**src/rtl/multicycle_ctrl.sv**
```systemverilog
// multicycle_ctrl: main control FSM for the KLP32 multi-cycle RV32I datapath.
//
// Runs each instruction through fetch, decode, execute, memory and writeback over several
// cycles. Every datapath select, enable and strobe is decoded from the current state.
// A mem_ready handshake stretches FETCH, MEMREAD and MEMWRITE so that one instruction/data
// memory can be shared.
//
// Ports:
//   clk         in   single clock, rising edge
//   rst         in   synchronous active-high reset; while high, all outputs are forced to 0
//   op          in   instr[6:0] from IR
//   funct3      in   instr[14:12] from IR
//   zero        in   ALU result == 0
//   lt / ltu    in   signed / unsigned rs1 < rs2
//   mem_ready   in   memory access completes this cycle
//   imm_sel     out  000 I, 001 S, 010 B, 011 U, 100 J
//   pc_write    out  PC load strobe
//   ir_write    out  IR and oldPC load strobe
//   adr_src     out  memory address: 0 PC, 1 ALUOut
//   mem_write   out  memory write request
//   reg_write   out  register-file write enable
//   alu_src_a   out  00 PC, 01 oldPC, 10 rs1, 11 zero
//   alu_src_b   out  00 rs2, 01 imm, 10 const 4
//   result_src  out  00 ALUOut, 01 memory data, 10 ALU result
//   alu_op      out  00 add, 01 compare/sub, 10 funct-decoded
//   illegal     out  sticky trap indicator (held until rst)
//
// Configuration macro: MC_BRANCH_FULL_EN
//   When defined, branches also decode funct3 100 (lt), 101 (~lt), 110 (ltu) and 111 (~ltu).
//   When undefined, only BEQ/BNE are legal; any other branch funct3 traps in DECODE.
//   Branch funct3 010/011 trap in both builds.

module multicycle_ctrl (
  input  logic       clk,
  input  logic       rst,
  input  logic [6:0] op,
  input  logic [2:0] funct3,
  input  logic       zero,
  input  logic       lt,
  input  logic       ltu,
  input  logic       mem_ready,
  output logic [2:0] imm_sel,
  output logic       pc_write,
  output logic       ir_write,
  output logic       adr_src,
  output logic       mem_write,
  output logic       reg_write,
  output logic [1:0] alu_src_a,
  output logic [1:0] alu_src_b,
  output logic [1:0] result_src,
  output logic [1:0] alu_op,
  output logic       illegal
);

  localparam logic [6:0] OpLoad   = 7'b0000011;
  localparam logic [6:0] OpStore  = 7'b0100011;
  localparam logic [6:0] OpReg    = 7'b0110011;
  localparam logic [6:0] OpImm    = 7'b0010011;
  localparam logic [6:0] OpBranch = 7'b1100011;
  localparam logic [6:0] OpJal    = 7'b1101111;
  localparam logic [6:0] OpJalr   = 7'b1100111;
  localparam logic [6:0] OpLui    = 7'b0110111;
  localparam logic [6:0] OpAuipc  = 7'b0010111;

  localparam logic [2:0] ImmI = 3'b000;
  localparam logic [2:0] ImmS = 3'b001;
  localparam logic [2:0] ImmB = 3'b010;
  localparam logic [2:0] ImmU = 3'b011;
  localparam logic [2:0] ImmJ = 3'b100;

  typedef enum logic [3:0] {
    StFetch, StDecode, StMemAdr, StMemRead, StMemWb, StMemWrite, StExecR, StExecI,
    StAluWb, StBranch, StJal, StJalr, StJalr2, StLui, StAuipc, StTrap
  } state_e;

  state_e state_q, state_d;

  logic branch_f3_ok;
  logic branch_taken;

  // Branch condition decode. Legality is checked in DECODE so BRANCH never sees a bad funct3.
`ifdef MC_BRANCH_FULL_EN
  always_comb begin
    branch_f3_ok = (funct3 != 3'b010) && (funct3 != 3'b011);
    branch_taken = 1'b0;
    case (funct3)
      3'b000:  branch_taken = zero;
      3'b001:  branch_taken = ~zero;
      3'b100:  branch_taken = lt;
      3'b101:  branch_taken = ~lt;
      3'b110:  branch_taken = ltu;
      3'b111:  branch_taken = ~ltu;
      default: branch_taken = 1'b0;
    endcase
  end
`else
  logic unused_cmp;
  assign unused_cmp = lt ^ ltu;

  always_comb begin
    branch_f3_ok = (funct3 == 3'b000) || (funct3 == 3'b001);
    branch_taken = 1'b0;
    case (funct3)
      3'b000:  branch_taken = zero;
      3'b001:  branch_taken = ~zero;
      default: branch_taken = 1'b0;
    endcase
  end
`endif

  always_ff @(posedge clk) begin
    if (rst) begin
      state_q <= StFetch;
    end else begin
      state_q <= state_d;
    end
  end

  always_comb begin
    state_d    = state_q;
    imm_sel    = ImmI;
    pc_write   = 1'b0;
    ir_write   = 1'b0;
    adr_src    = 1'b0;
    mem_write  = 1'b0;
    reg_write  = 1'b0;
    alu_src_a  = 2'b00;
    alu_src_b  = 2'b00;
    result_src = 2'b00;
    alu_op     = 2'b00;
    illegal    = 1'b0;

    unique case (state_q)
      StFetch: begin
        // PC + 4 computed on the ALU and written back directly alongside the IR load.
        adr_src    = 1'b0;
        alu_src_a  = 2'b00;
        alu_src_b  = 2'b10;
        alu_op     = 2'b00;
        result_src = 2'b10;
        ir_write   = mem_ready;
        pc_write   = mem_ready;
        if (mem_ready) state_d = StDecode;
      end
      StDecode: begin
        // Speculative oldPC + imm: branch target, or JAL target when op is JAL.
        alu_src_a = 2'b01;
        alu_src_b = 2'b01;
        alu_op    = 2'b00;
        imm_sel   = (op == OpJal) ? ImmJ : ImmB;
        case (op)
          OpLoad, OpStore: state_d = StMemAdr;
          OpReg:           state_d = StExecR;
          OpImm:           state_d = StExecI;
          OpBranch:        state_d = branch_f3_ok ? StBranch : StTrap;
          OpJal:           state_d = StJal;
          OpJalr:          state_d = StJalr;
          OpLui:           state_d = StLui;
          OpAuipc:         state_d = StAuipc;
          default:         state_d = StTrap;
        endcase
      end
      StMemAdr: begin
        alu_src_a = 2'b10;
        alu_src_b = 2'b01;
        alu_op    = 2'b00;
        imm_sel   = (op == OpStore) ? ImmS : ImmI;
        state_d   = (op == OpStore) ? StMemWrite : StMemRead;
      end
      StMemRead: begin
        adr_src = 1'b1;
        if (mem_ready) state_d = StMemWb;
      end
      StMemWb: begin
        result_src = 2'b01;
        reg_write  = 1'b1;
        state_d    = StFetch;
      end
      StMemWrite: begin
        adr_src   = 1'b1;
        mem_write = 1'b1;
        if (mem_ready) state_d = StFetch;
      end
      StExecR: begin
        alu_src_a = 2'b10;
        alu_src_b = 2'b00;
        alu_op    = 2'b10;
        state_d   = StAluWb;
      end
      StExecI: begin
        alu_src_a = 2'b10;
        alu_src_b = 2'b01;
        imm_sel   = ImmI;
        alu_op    = 2'b10;
        state_d   = StAluWb;
      end
      StLui: begin
        alu_src_a = 2'b11;
        alu_src_b = 2'b01;
        imm_sel   = ImmU;
        state_d   = StAluWb;
      end
      StAuipc: begin
        alu_src_a = 2'b01;
        alu_src_b = 2'b01;
        imm_sel   = ImmU;
        state_d   = StAluWb;
      end
      StAluWb: begin
        result_src = 2'b00;
        reg_write  = 1'b1;
        state_d    = StFetch;
      end
      StBranch: begin
        // ALUOut still holds the target from DECODE while the ALU compares rs1/rs2.
        alu_src_a  = 2'b10;
        alu_src_b  = 2'b00;
        alu_op     = 2'b01;
        result_src = 2'b00;
        pc_write   = branch_taken;
        state_d    = StFetch;
      end
      StJal: begin
        // PC <- ALUOut (target), ALU forms oldPC + 4 for the link write in ALUWB.
        alu_src_a  = 2'b01;
        alu_src_b  = 2'b10;
        result_src = 2'b00;
        pc_write   = 1'b1;
        state_d    = StAluWb;
      end
      StJalr: begin
        alu_src_a = 2'b10;
        alu_src_b = 2'b01;
        imm_sel   = ImmI;
        state_d   = StJalr2;
      end
      StJalr2: begin
        alu_src_a  = 2'b01;
        alu_src_b  = 2'b10;
        result_src = 2'b00;
        pc_write   = 1'b1;
        state_d    = StAluWb;
      end
      StTrap: begin
        illegal = 1'b1;
        state_d = StTrap;
      end
      default: state_d = StFetch;
    endcase

    // Reset kills every output in the same cycle, including a write already in flight.
    if (rst) begin
      imm_sel    = 3'b000;
      pc_write   = 1'b0;
      ir_write   = 1'b0;
      adr_src    = 1'b0;
      mem_write  = 1'b0;
      reg_write  = 1'b0;
      alu_src_a  = 2'b00;
      alu_src_b  = 2'b00;
      result_src = 2'b00;
      alu_op     = 2'b00;
      illegal    = 1'b0;
    end
  end

endmodule

```
**config.mk**
```make
export PLATFORM = sky130hd
export DESIGN_NAME = multicycle_ctrl
export DESIGN_NICKNAME = d
export VERILOG_FILES = /design/src/rtl/multicycle_ctrl.sv
export SDC_FILE = /design/constraint.sdc
export NUM_CORES = 1
export LEC_CHECK = 0
export CAP_MARGIN = 5
export CELL_PAD_IN_SITES_DETAIL_PLACEMENT = 1
export CELL_PAD_IN_SITES_GLOBAL_PLACEMENT = 1
export CORE_ASPECT_RATIO = 0.75
export CORE_MARGIN = 5
export CORE_UTILIZATION = 32
export DETAILED_ROUTE_END_ITERATION = 10
export GPL_TIMING_DRIVEN = 0
export PLACE_DENSITY = 0.95
export REMOVE_ABC_BUFFERS = 1
export SLEW_MARGIN = 20
export SYNTH_ARGS = -nofsm -noshare
export SYNTH_HDL_FRONTEND = slang
export SYNTH_SLANG_ARGS = --single-unit
```
**constraint.sdc**
```tcl
create_clock -name clk -period 3.5 [get_ports clk]
set_clock_uncertainty 0.15 [all_clocks]
set_input_delay 0.35 -clock clk [delete_from_list [all_inputs] [get_ports clk]]
set_output_delay 0.35 -clock clk [all_outputs]
set_load 0.02 [all_outputs]
```
; ---- Yosys cells after proc, flatten, opt, wreduce, memory -nomap -nowiden
; Index checks and enable logic that the tools add are counted.
[word_totals]
out_inout_bits = 17
ff_bits = 4
word_cells = 78
[classes]
n_reduce_logical = 16
n_eq_ne = 28
n_bitwise = 1
muxes = 32
[ops]
columns = cell, count
row1 = $pmux 4 s9, 1
row2 = $eq 4x4->1 const B, 8
row3 = $pmux 4 s8, 1
row4 = $eq 7x6->1 const B, 3
row5 = $eq 7x7->1 const B, 3
row6 = $eq 4x3->1 const B, 4
row7 = $eq 7x5->1 const B, 2
row8 = $mux 1, 12
row9 = $mux 3, 4
row10 = $mux 4, 3
row11 = $pmux 2 s2, 3
row12 = $reduce_or 2->1, 6
row13 = $reduce_or 6->1, 2
row14 = $pmux 3 s3, 1
row15 = $eq 4x2->1 const B, 2
row16 = $mux 2, 4
row17 = $eq 7x2->1 const B, 1
row18 = $ne 2x2->1 const B, 3
row19 = $pmux 2 s3, 1
row20 = $reduce_or 3->1, 2
row21 = $reduce_or 5->1, 1
row22 = $eq 4x1->1 const B, 1
row23 = $logic_not 4->1, 1
row24 = $reduce_or 4->1, 1
row25 = other kinds (7), 7

; ---- Logic depth before layout (Yosys ltp)
; Gate-level depths: netlist of the first run.
[logic_depth]
word_depth = 5
depth_mapped = 6

; ---- Least setup slack after synthesis of the first run
; OpenSTA, ideal clock, no wires.
[synth_path]
kind = register to output
from = register state_q[1]
to = output port ir_write
path_stages_with_launch = 6
setup_slack_ns = 1.212
arrival_time_ns = 1.788
path_buffers = 2
path_cell_list = dfxtp_1 buf_6 or2_1 buf_6 nor4_1 and2_1
[synth_via]
elab_chain_cells = 3
[synth_lines]
columns = element, line
row1 = start: declaration, 76  ; state_e state_q, state_d;
row2 = start signal: assignment, 113  ; state_q <= StFetch;
row3 = start signal: assignment, 115  ; state_q <= state_d;
row4 = $logic_not 4->1, 133  ; unique case (state_q)
row5 = $mux 1, 133
row6 = $mux 1, 252  ; if (rst) begin
row7 = end: declaration, 44  ; output logic ir_write,
; Every way passes these cells.

; ---- Final worst setup path of the first run
[layout_path]
from = input port op[3]
to = output port imm_sel[0]
[layout_via]
elab_chain_cells = 4
[layout_lines]
columns = element, line
row1 = start: declaration, 36  ; input logic [6:0] op,
row2 = $eq 7x6->1, 167  ; imm_sel = (op == OpStore) ? ImmS : ImmI;
row3 = $mux 1, 167
row4 = $pmux 3 s3, 133
row5 = $mux 3, 252
row6 = end: declaration, 42  ; output logic [2:0] imm_sel,
; Every way passes these cells.

==> out/metrics.csv, run 1 <==
metric;value;unit
Multi-input gate area;668.1;µm²
Longest Clk Path Bufs;2;
largest net degree at the start of global routing;24;
CTS Buf Count;3;
CP Cell Sequence;clkdlybuf4s50_1, nor4b_4, a31oi_1, or3_1, a21oi_1, clkdlybuf4s50_1;
storage element area;80.08;µm²
clock latency on the worst-skew pair;230;ps
routability cong.;0.8941;
most frequent CP cell;clkdlybuf4s50_1;
DRC errors left;0;
CP max-delay cell;clkdlybuf4s50_1;
most frequent cells in the layout;clkdlybuf4s50_1, nand2_1, nor2_1;
DIE WIDTH;69.59;µm
cell family with most CP delay;buffers and inverters;
combinational family with the most area after synthesis;simple AND/OR/NAND/NOR gates;
met3 usage;0.03670;
fin. max-slew vios;0;
adder-cell share of the synthesized area;0;
largest area contributor in the netlist;dfxtp_1;
Max Cap Viol;0;
Yosys top cell area share;0.09398;
fin crit share;0.9018;
die height;54.69;µm
register area share after synthesis;0.09398;
Synth Instances;124;
Hold Violations, Final;0;
global-route wire length before repair;4671;µm
layer with the highest usage;met2;
IO Count;33;
clock root buffer;clkbuf_4;
top flop regs;state_q x4;
GR Util met2;0.2579;
count of state elements after synthesis;4;
Clk pwr share;0.079;
DIE AREA;3806;µm²
max FFs per register;4;
Simple-Gate Fraction of Synth Area;0.4670;
cells taking the most area after synthesis;dfxtp_1, buf_6, a21oi_1, nand2_1, nor2_1;
Switching Fraction;0.5343;
fin cells;181;
syn avg cell area;6.872;µm²
sequential power share;0.225;
Top reg by flops;state_q;
Clk pin slew, worst setup/hold paths;40;ps
worst path buffer plus inverter count;2;
Max IR drop VDD;0.2166;mV
P per Cell Area;641.1;nW/µm²
slew margin rel.;0.4401;
Critical Path Fanout Max;8;
clk sinks;4;
Core Region;2582;µm²
TritonCTS clock tree;done;
Synth Cell Area;852.1;µm²
GRT overflow;0;
commonest non-fill, non-tap cell in the layout;clkdlybuf4s50_1;
Crit path required time;3000;ps
met1 Usage GRT;0.1871;
Worst Max-Slew Pin Slew;838.7;ps
row count;16;
max frequency;0.3168;GHz
# Post-CTS Setup Buffers;0;
Final HPWL DP;2177;µm
CTS hold repair buffers;0;
CP Launch Type;input port;
unrepaired setup endpoints after global routing;false;
drt wl/cell;15.90;µm
Switching Power;387.4;µW
critical path data arrival time;2660;ps
Synth cell types;42;
input/output buffers;30;
min-delay worst type;reg2reg;
Inst Count DP;178;
synthesis-to-layout area growth;32.75;%
Compound-Gate Fraction of Synth Area;0.2658;
# diodes;0;
post-layout util;0.4380;
Comb power frac;0.696;
max incr delay on CP;640;ps
layout cells sized above 1;0.04828;
Total Routed Length;2877;µm
remaining antenna violation count;0;
P_int;337.7;µW
CP endpoint kind;output pin;
initial core utilization;0.3299;
router iterations before antenna repair;4;
Warnings, synthesis;0;
routed vias;1045;
Post-CTS Resized;0;
min Tclk post-route;3156;ps
fillcell total;329;
vias per std cell;5.773;
critical path type;in2out;
status;completed;
Total GRT Usage;0.1508;
initial antenna violation count;0;
htree depth;1;
vias in the first global route;1003;
multiplexer share of the synthesized area;0;
post-synthesis xor/xnor area fraction;0.05140;
endpoints failing setup;0;
Leakage Power;0.0003741;µW
drt initial violations;88;
nets;163;
Setup TNS;0;ps
[path summary, 6_finish.rpt]
| path | startpoint | to | slack, ps | cells after the start |
|---|---|---|---|---|
| max | op[3] | imm_sel[0] | 340 | 6 |
| min | state_q[1] | state_q[2] | 720 | 2 |
| max reg2reg | state_q[0] | state_q[1] | 1450 | 4 |
| min reg2reg | state_q[1] | state_q[2] | 720 | 2 |
[cells by family after synthesis]
group,count (synthesis)
xor+xnor,5
buf+inv,16
flops,4
simple gates,66
compound gates,33
[layout make-up]
cell class / instances / area share
multi-input combinational: 104 / 0.5907
timing repair buffer: 30 / 0.2655
sequential: 4 / 0.07080
tap: 36 / 0.03982
clock buffer: 3 / 0.01991
inverter: 4 / 0.01327
[worst register-to-register path: stages (launching register included)]
cell and delay [ps]:
dfxtp_1 840, nand2b_1 350, nor2_4 210, o41ai_1 100, a311oi_1 280
[metal layers]
metal | routed length, µm | vias to the layer above
li1 | - | 510
met2 | 1345 | 30
met5 | 0 | -
met1 | 1307 | 499
met3 | 176 | 6
met4 | 47 | 0
[metrics by stage]
step	area [µm²]	total power, µW	setup slack [ps]	hold slack (ps)
global route	1131	783.8	276.4	760.7
global placement	1109	645.4	446.7	690.0
detailed placement	1109	667.8	374.4	693.3
CTS	1131	727.8	369.6	700.1
floorplan	763.2	474.4	1156	272.1
finish	1131	725.1	343.8	717.1
[power groups by stage]
stage	clock network (µW)	registers (µW)	logic, µW
after detailed placement	0	162	506
after CTS	58.8	161	508
final	57.3	163	505
after global routing	61.7	171	551
after floorplan	0	132	343
after global placement	0	157	488
[cell usage after synthesis]
cell / count
xnor2_1: 3
buf_4: 1
o32a_1: 1
a32oi_1: 2
a22o_1: 1
and4b_1: 1
or2_1: 1
a221oi_1: 2
a22oi_1: 1
buf_2: 2
o21bai_1: 1
a21oi_1: 10
dfxtp_1: 4
nor3b_1: 1
or3b_1: 1
or3_1: 2
a311oi_1: 1
nor2_1: 11
o221ai_1: 1
and2_1: 2
nor3_1: 7
o41ai_1: 2
nor2_4: 1
nand2b_1: 3
nand3_1: 5
a211oi_1: 2
buf_6: 5
nor2b_1: 3
and3_1: 1
and3b_1: 4
nor4_1: 5
xor2_1: 2
a31oi_1: 4
a2bb2oi_1: 2
nand2_1: 13
o21ai_0: 3
inv_1: 4
nor4b_1: 2
nor4_4: 1
nor4b_4: 1
or2_2: 1
clkbuf_1: 4
No activity file was read; power rests on OpenSTA's default activity.
==> run 2, diff against run 1 <==
--- a/config.mk
+++ b/config.mk
@@ -5,6 +5,7 @@
 export SDC_FILE = /design/constraint.sdc
 export NUM_CORES = 1
 export LEC_CHECK = 0
+export ABC_CLOCK_PERIOD_IN_PS = 3500
 export CAP_MARGIN = 5
 export CELL_PAD_IN_SITES_DETAIL_PLACEMENT = 1
 export CELL_PAD_IN_SITES_GLOBAL_PLACEMENT = 1
@@ -13,8 +14,10 @@
 export CORE_UTILIZATION = 32
 export DETAILED_ROUTE_END_ITERATION = 10
 export GPL_TIMING_DRIVEN = 0
+export HOLD_SLACK_MARGIN = 0.12
 export PLACE_DENSITY = 0.95
 export REMOVE_ABC_BUFFERS = 1
+export SKIP_LAST_GASP = 1
 export SLEW_MARGIN = 20
 export SYNTH_ARGS = -nofsm -noshare
 export SYNTH_HDL_FRONTEND = slang
==> results of run 2 <==
Final layout, timing and power as in run 1 (identical DEF).
